--- config.mk ---
export PLATFORM = sky130hd
export DESIGN_NAME = sram_like_responder
export DESIGN_NICKNAME = d
export VERILOG_FILES = /design/src/rtl/sram_like_pkg.sv /design/src/rtl/resp_fifo.sv /design/src/rtl/sram_like_responder.sv
export SDC_FILE = /design/constraint.sdc
export NUM_CORES = 1
export LEC_CHECK = 0
export ABC_AREA = 1
export ABC_CLOCK_PERIOD_IN_PS = 3200
export CORE_ASPECT_RATIO = 0.6
export CORE_MARGIN = 2
export CORE_UTILIZATION = 41
export DETAILED_ROUTE_END_ITERATION = 10
export PLACE_DENSITY = 0.83
export SLEW_MARGIN = 20
export SYNTH_ARGS = -nofsm -noshare
export SYNTH_HDL_FRONTEND = slang
export SYNTH_SLANG_ARGS = --single-unit
export TNS_END_PERCENT = 100
--- constraint.sdc ---
create_clock -name clk -period 3.2 [get_ports clk]
set_clock_uncertainty 0.15 [all_clocks]
set_input_delay 0.64 -clock clk [delete_from_list [all_inputs] [get_ports clk]]
set_output_delay 0.64 -clock clk [all_outputs]
set_load 0.02 [all_outputs]
--- src/rtl/sram_like_pkg.sv ---
// Shared types, widths and the byte-strobe helper for the SRAM-like responder.
package sram_like_pkg;

  localparam int unsigned DATA_W = 32;
  localparam int unsigned ADDR_W = 32;
  localparam int unsigned STRB_W = DATA_W / 8;

  typedef enum logic [1:0] {
    SIZE_BYTE     = 2'd0,
    SIZE_HALF     = 2'd1,
    SIZE_WORD     = 2'd2,
    SIZE_WORD_ALT = 2'd3
  } size_e;

  // One response buffer entry: read data (zero for writes) plus the write flag.
  typedef struct packed {
    logic              wr;
    logic [DATA_W-1:0] data;
  } resp_t;

  // Byte-lane strobes; low address bits below the access size are ignored.
  function automatic logic [STRB_W-1:0] byte_strobe(input logic [1:0] size,
                                                    input logic [1:0] lo);
    logic [STRB_W-1:0] strb;
    case (size)
      SIZE_BYTE: strb = 4'b0001 << lo;
      SIZE_HALF: strb = 4'b0011 << {lo[1], 1'b0};
      default:   strb = 4'b1111;
    endcase
    return strb;
  endfunction

endpackage

--- src/rtl/resp_fifo.sv ---
// In-order response buffer with fall-through when empty, so a response whose
// RAM data arrives in the same cycle as its data_ok is passed straight out.
module resp_fifo
  import sram_like_pkg::*;
#(
  parameter int unsigned DEPTH = 2
) (
  input  logic  clk,
  input  logic  resetn,
  input  logic  push,
  input  logic  pop,
  input  resp_t push_data,
  output resp_t head
);

  localparam int unsigned PW = (DEPTH > 1) ? $clog2(DEPTH) : 1;
  localparam int unsigned CW = $clog2(DEPTH + 1);

  resp_t          mem [DEPTH];
  logic [PW-1:0]  wr_ptr;
  logic [PW-1:0]  rd_ptr;
  logic [CW-1:0]  count;
  logic           empty;
  logic           store;
  logic           take;

  function automatic logic [PW-1:0] bump(input logic [PW-1:0] p);
    return (p == PW'(DEPTH - 1)) ? '0 : p + PW'(1);
  endfunction

  assign empty = (count == '0);
  assign store = push && !(pop && empty);
  assign take  = pop && !empty;
  assign head  = empty ? push_data : mem[rd_ptr];

  // Pointer and occupancy tracking.
  always_ff @(posedge clk or negedge resetn) begin
    if (!resetn) begin
      wr_ptr <= '0;
      rd_ptr <= '0;
      count  <= '0;
    end else begin
      if (store) wr_ptr <= bump(wr_ptr);
      if (take)  rd_ptr <= bump(rd_ptr);
      count <= count + CW'(store) - CW'(take);
    end
  end

  // Entry storage; validity is carried by the pointers, so no reset needed.
  always_ff @(posedge clk) begin
    if (store) mem[wr_ptr] <= push_data;
  end

endmodule

--- src/rtl/sram_like_responder.sv ---
// SRAM-like bus responder: accepts requests onto a synchronous RAM and returns
// one data_ok per request, in order, a fixed RESP_DELAY cycles after acceptance.
module sram_like_responder
  import sram_like_pkg::*;
#(
  parameter int unsigned RESP_DELAY      = 1,
  parameter int unsigned MAX_OUTSTANDING = 2
) (
  input  logic              clk,
  input  logic              resetn,
  input  logic              req,
  input  logic              wr,
  input  logic [1:0]        size,
  input  logic [ADDR_W-1:0] addr,
  input  logic [DATA_W-1:0] wdata,
  output logic              addr_ok,
  output logic              data_ok,
  output logic [DATA_W-1:0] rdata,
  output logic              ram_en,
  output logic [STRB_W-1:0] ram_wen,
  output logic [ADDR_W-1:0] ram_addr,
  output logic [DATA_W-1:0] ram_wdata,
  input  logic [DATA_W-1:0] ram_rdata
);

  localparam int unsigned CW = $clog2(MAX_OUTSTANDING + 1);

  logic                  run;
  logic [CW-1:0]         count;
  logic                  accept;
  logic [RESP_DELAY-1:0] delay_vld;
  logic                  cap_vld;
  logic                  cap_wr;
  resp_t                 cap_resp;
  resp_t                 head;

  assign addr_ok   = run && (count < CW'(MAX_OUTSTANDING));
  assign accept    = req && addr_ok;
  assign ram_en    = accept;
  assign ram_wen   = (accept && wr) ? byte_strobe(size, addr[1:0]) : '0;
  assign ram_addr  = {addr[ADDR_W-1:2], 2'b00};
  assign ram_wdata = wdata;
  assign data_ok   = delay_vld[RESP_DELAY-1];
  assign rdata     = (data_ok && !head.wr) ? head.data : '0;

  // Ready flag (first edge after reset) and outstanding-request count.
  always_ff @(posedge clk or negedge resetn) begin
    if (!resetn) begin
      run   <= 1'b0;
      count <= '0;
    end else begin
      run   <= 1'b1;
      count <= count + CW'(accept) - CW'(data_ok);
    end
  end

  // Per-request valid shift register; its last stage is data_ok.
  if (RESP_DELAY == 1) begin : g_delay1
    always_ff @(posedge clk or negedge resetn) begin
      if (!resetn) delay_vld <= '0;
      else         delay_vld <= accept;
    end
  end else begin : g_delayn
    always_ff @(posedge clk or negedge resetn) begin
      if (!resetn) delay_vld <= '0;
      else         delay_vld <= {delay_vld[RESP_DELAY-2:0], accept};
    end
  end

  // Marks the cycle in which the RAM returns data for last cycle's request.
  always_ff @(posedge clk or negedge resetn) begin
    if (!resetn) begin
      cap_vld <= 1'b0;
      cap_wr  <= 1'b0;
    end else begin
      cap_vld <= accept;
      cap_wr  <= accept && wr;
    end
  end

  // Buffer entry built from the RAM word; writes carry zero data.
  always_comb begin
    cap_resp      = '0;
    cap_resp.wr   = cap_wr;
    cap_resp.data = cap_wr ? '0 : ram_rdata;
  end

  resp_fifo #(
    .DEPTH (MAX_OUTSTANDING)
  ) u_resp_fifo (
    .clk       (clk),
    .resetn    (resetn),
    .push      (cap_vld),
    .pop       (data_ok),
    .push_data (cap_resp),
    .head      (head)
  );

endmodule
---- Yosys cells after proc, flatten, opt, wreduce, memory -nomap -nowiden ----
Memories as Yosys holds them, arrays and structs flattened.
Index checks and enable logic that the tools add are counted.
operators by class
  add/subtract/negate cells ............... 6
  order comparisons ....................... 1
  equality and inequality tests ........... 1
  shift-type cells ........................ 2
  mux-type cells .......................... 9
  reductions and logical operators ........ 12
operator list
  cell                                                                count
  32-bit two-way mux                                                  2
  33-bit two-way mux                                                  1
  4-bit one-hot mux with 2 select lines                               1
  1-bit logical AND                                                   7
  2-bit by 1-bit adder with 2-bit output                              2
  2-bit zero test                                                     2
  1-bit two-way mux                                                   4
  4-bit two-way mux                                                   1
  1-bit by 2-bit left shift with 4-bit output (first input constant)  1
  2-bit by 2-bit left shift with 4-bit output (first input constant)  1
  2-bit by 1-bit subtractor with 2-bit output                         2
  1-bit zero test                                                     3
  1-bit adder (second input constant)                                 2
  2-bit by 1-bit == test with 1-bit output (second input constant)    1
  2-bit less-than comparator (second input constant)                  1
storage, ports and cells
  flip-flop bits (word level) ............. 9
  memory bits (writable) .................. 66
  input bits .............................. 102
  word-level logic and storage cells ...... 39
  memories kept ........................... 1
memory list
  name             depth  width  read ports  clocked after Yosys merged registers in  wr ports  line             source
  u_resp_fifo.mem  2      33     1           0                                        1         resp_fifo.sv:19  resp_t mem [DEPTH];

---- Longest topological paths before layout ----
Gate-level depths: netlist of the first run.
  depth after elaboration ................. 6
  depth in mapped cells ................... 8
  gate-level depth less buffers ........... 7

---- Modules after synthesis ----
A second synthesis of the first run with hierarchy kept.
second synthesis, totals
  cell total of the unflattened synthesis .. 542
  area, all modules ....................... 4,346.7 um^2
by module, submodules not included
  module               instances  cells each  area each (um^2)  sequential area each (um^2)
  resp_fifo            1          306         3,060.4           2,082.0
  sram_like_responder  1          236         1,286.2           125.1

---- Least setup slack after synthesis of the first run ----
No wires, ideal clock.
  path kind ............................... register -> register
  from .................................... reg u_resp_fifo.count[1]
  to ...................................... mem u_resp_fifo.mem[1][0] (netlist bit) (enable)
  library setup time ...................... 0.425 ns
  data arrival time ....................... 2.112 ns
  data required time ...................... 2.625 ns
  path slack .............................. 0.514 ns
  stages on the path, launching flop included .. 6
  buffers on the path ..................... 1
  cell sequence ........................... dfrtp_1 -> inv_2 -> nand2_4 -> buf_8 -> nand2_2 -> nor2_1
between the ends
  word-level cells in the longest chain between the ends .. 6
ends and longest elaborated chain
  item                                     line             source
  from (decl)                              resp_fifo.sv:22  logic [CW-1:0] count;
  from (signal assigned)                   resp_fifo.sv:45  count <= count + CW'(store) - CW'(take);
  2-bit zero test                          resp_fifo.sv:31  assign empty = (count == '0);
  1-bit logical AND                        resp_fifo.sv:32  assign store = push && !(pop && empty);
  1-bit zero test                          resp_fifo.sv:32
  1-bit logical AND                        resp_fifo.sv:32
  1-bit two-way mux                        resp_fifo.sv:51  if (store) mem[wr_ptr] <= push_data;
  1-bit two-way mux (not written as such)  resp_fifo.sv:51
  to (decl)                                resp_fifo.sv:19
No other way between the ends.

---- Worst setup path after layout of the first run ----
  from .................................... reg u_resp_fifo.rd_ptr
  to ...................................... out rdata[9]
between the ends
  word-level cells in the longest chain between the ends .. 5
ends and longest elaborated chain
  item                        line                       source
  from (decl)                 resp_fifo.sv:21            logic [PW-1:0] rd_ptr;
  from (signal assigned)      resp_fifo.sv:44            if (take) rd_ptr <= bump(rd_ptr);
  memory read 2 x 33 bit (*)  -
  33-bit two-way mux (*)      resp_fifo.sv:34            assign head = empty ? push_data : mem[rd_ptr];
  1-bit zero test             sram_like_responder.sv:44  assign rdata = (data_ok && !head.wr) ? head.data : '0;
  1-bit logical AND           sram_like_responder.sv:44
  32-bit two-way mux (*)      sram_like_responder.sv:44
  to (decl)                   sram_like_responder.sv:18  output logic [DATA_W-1:0] rdata,
Mark *: on every way between the ends. The rest lies on a longest branch, timed or not.

==> results.py, run 1 <==
metrics = {
    "status": {
        "status": "completed",
    },
    "synthesis": {
        "syn_area_per_cell_um2": 8.870,
        "netlist_area_mm2": 0.004160,
        "yosys.area.top_type": "edfxtp_1",
        "yosysTopAreaCellShare_pct": 47.64,
        "ys_types": 23,
        "syn_inst": 469,
        "synth_area_leaders": "edfxtp_1 48%, buf_4 12%, nand2_1 12%",
        "ys_seq_elements": 75,
        "synth_seq_area_share_pct": 53.05,
        "yosysWarningCount": 0,
    },
    "cells_and_area": {
        "mostFrequentLayoutCells": "132 x nand2_1, 78 x clkdlybuf4s50_1, 66 x edfxtp_1",
        "finalNetCount": 585,
        "drive_gt1_share_pct": 7.835,
        "n_antenna_cell": 0,
        "finalNonFillerCells": 620,
        "area.growth.synth_to_final_pct": 16.96,
        "mostFrequentLayoutCell": "nand2_1",
    },
    "clock_network": {
        "cts.path.max_buffers": 2,
        "cts_tree": "yes",
        "cts_sinks": 75,
        "clk_latency_ps": 320,
        "cts-root-buf": "clkbuf_16",
        "cts_max_level": 3,
        "clk_pin_slew_ps": 60,
        "cts_setup_buffers": 0,
        "ctsHoldBuffers": 0,
        "cts_buffers": 9,
    },
    "timing": {
        "hold_viol": 0,
        "finalSetupViolations": 0,
        "fmax_mhz": 335.4,
        "final.setup.tns_ps": 0,
        "timing.final.crit_period_ps": 2982,
        "period_share_pct": 93.18,
        "worst_slew_pin_slew_ps": 514.6,
        "rsz0062_at_grt": "false",
        "slew_headroom_pct": 65.61,
        "drv_slew": 0,
    },
    "worst_setup_path": {
        "critPathLaunchType": "flip-flop",
        "cp.arrival_ps": 2190,
        "critical_path_class": "reg -> out",
        "worstPathRequired_ps": 2410,
        "worstPathMaxFanout": 34,
        "reg2regPathDepth": 5,
        "end_kind": "primary output",
    },
    "floorplan": {
        "coreArea_mm2": 0.009879,
        "die-area_mm2": 0.01100,
        "die_x_um": 134.0,
        "ioPinCount": 205,
        "start_util_pct": 42.11,
        "num_rows": 28,
        "die_h_um": 82.03,
    },
    "placed_design": {
        "io_buffers": 78,
        "place.gp.congestion": 0.7181,
        "dp_hpwl_um": 5518,
        "placed_cells": 604,
    },
    "route": {
        "drt-vias-per-instance": 4.468,
        "dr.pass1.iters": 4,
        "drcViolationCount": 0,
        "wl_um": 7901,
        "num_vias": 2770,
        "drt_iter0_drc": 127,
        "wl_per_cell_um": 12.74,
        "final_antenna_net_count": 0,
    },
    "power_and_ir_drop": {
        "ir_drop_mv": 0.2955,
        "power.leakage_nw": 2.107,
        "power.density_mw_per_mm2": 525.1,
    },
    "worst_hold_path": {
        "hp-class": "reg -> reg",
        "holdPathStages": 0,
    },
    "global_route": {
        "track_usage_pct": 14.86,
        "grt_first_pass_wirelength_um": 12450,
        "grt_pass1_vias": 2585,
        "antenna_found_initial": 0,
        "grt_start_max_net_pins": 43,
        "grt-ovfl-total": 0,
    },
    "flow_run": {
        "maxCapViolations": 0,
    },
}
[per-layer routing]
layer  global-route usage, %  wire length, um
met1                   18.16             3623
met5                       0                0
met3                   6.914              682
met2                   24.31             3507
met4                   3.474               87
[Yosys cell counts, drive strengths merged]
library cell and number:
buf 84, o21ai 5, nor2 71, xor2 3
nand3 2, ha 3, nand2 136, edfxtp 66
dfrtp 9, conb 2, inv 50, a21oi 37
clkbuf 1
[state kept, by name (all words and copies together), names as in the netlist]
name	cells
u_resp_fifo.mem	66
u_resp_fifo.wr_ptr	1
u_resp_fifo.count	2
run	1
cap_vld	1
u_resp_fifo.rd_ptr	1
count	2
cap_wr	1
[worst paths after layout]
kind                                      startpoint  slack [ps]                      to
min in group asynchronous                     resetn         470      u_resp_fifo.rd_ptr
max in group asynchronous                     resetn        2140      u_resp_fifo.wr_ptr
worst max register to register  u_resp_fifo.count[1]        1060  u_resp_fifo.mem[1][31]
worst min-delay path            u_resp_fifo.count[1]         290    u_resp_fifo.count[1]
worst min register to register  u_resp_fifo.count[1]         290    u_resp_fifo.count[1]
worst max-delay path              u_resp_fifo.rd_ptr         220                rdata[9]
[cell families (layout without fill, tap and decap cells)]
| kind of cell | count (synthesis) | in the layout | synth area share [%] |
|---|---|---|---|
| adder cells (fa/ha/maj) | 3 | 3 | 0.9024 |
| flip-flops | 75 | 75 | 53.05 |
| AND/OR/NAND/NOR | 209 | 209 | 19.82 |
| buffers and inverters | 135 | 150 | 20.27 |
| other | 2 | 3 | 0.1805 |
| AO/OA/AOI/OAI | 42 | 42 | 5.143 |
| XOR/XNOR | 3 | 3 | 0.6317 |
[power by group]
| part | switching [mW] | internal, mW | total [mW] |
|---|---|---|---|
| registers | 0.0118 | 1.09 | 1.10 |
| clock network | 0.359 | 0.683 | 1.04 |
| logic | 0.225 | 0.182 | 0.408 |
| total | 0.597 | 1.96 | 2.55 |
[cell type report]
class,instances,area (um2)
Fill cell,902,5014
Sequential cell,75,2207
Multi-Input combinational cell,260,1146
Timing Repair Buffer,84,829.5
Clock buffer,10,229.0
Inverter,50,195.2
Tap cell,135,168.9
Clock inverter,6,90.09
[worst max-delay path, cell delays in order (launching register included)]
cell	delay, ps
dfrtp_1	430
clkinv_4	270
nand2_2	130
nand3_2	130
nand2_8	250
nor2_1	90
clkdlybuf4s50_1	550
[per-stage QoR]
stage	instance area [um2]	hold WS, ps	utilization [%]	total power [mW]	setup slack [ps]
3_5_place_dp	4523	273.7	45.78	1.530	313.3
4_1_cts	4842	284.7	49.01	2.577	36.03
6_report	4866	287.2	49.25	2.555	218.2
3_3_place_gp	4523	255.1	45.78	1.513	311.7
5_1_grt	4866	296.2	49.25	2.672	50.52
2_1_floorplan	4164	194.4	-	1.473	513.9
[repair_timing]
item | in CTS | in global routing
resized for setup | 0 | 6
endpoints found under the setup margin | 0 | 32
endpoints found under the hold margin | 0 | 0
Power figures use the tool's default switching activity.
==> run 2, diff against run 1 <==
GPL_ROUTABILITY_DRIVEN = 0   (was not set)
==> results of run 2 <==
No change in the layout: final DEF, timing and power equal those of run 1.
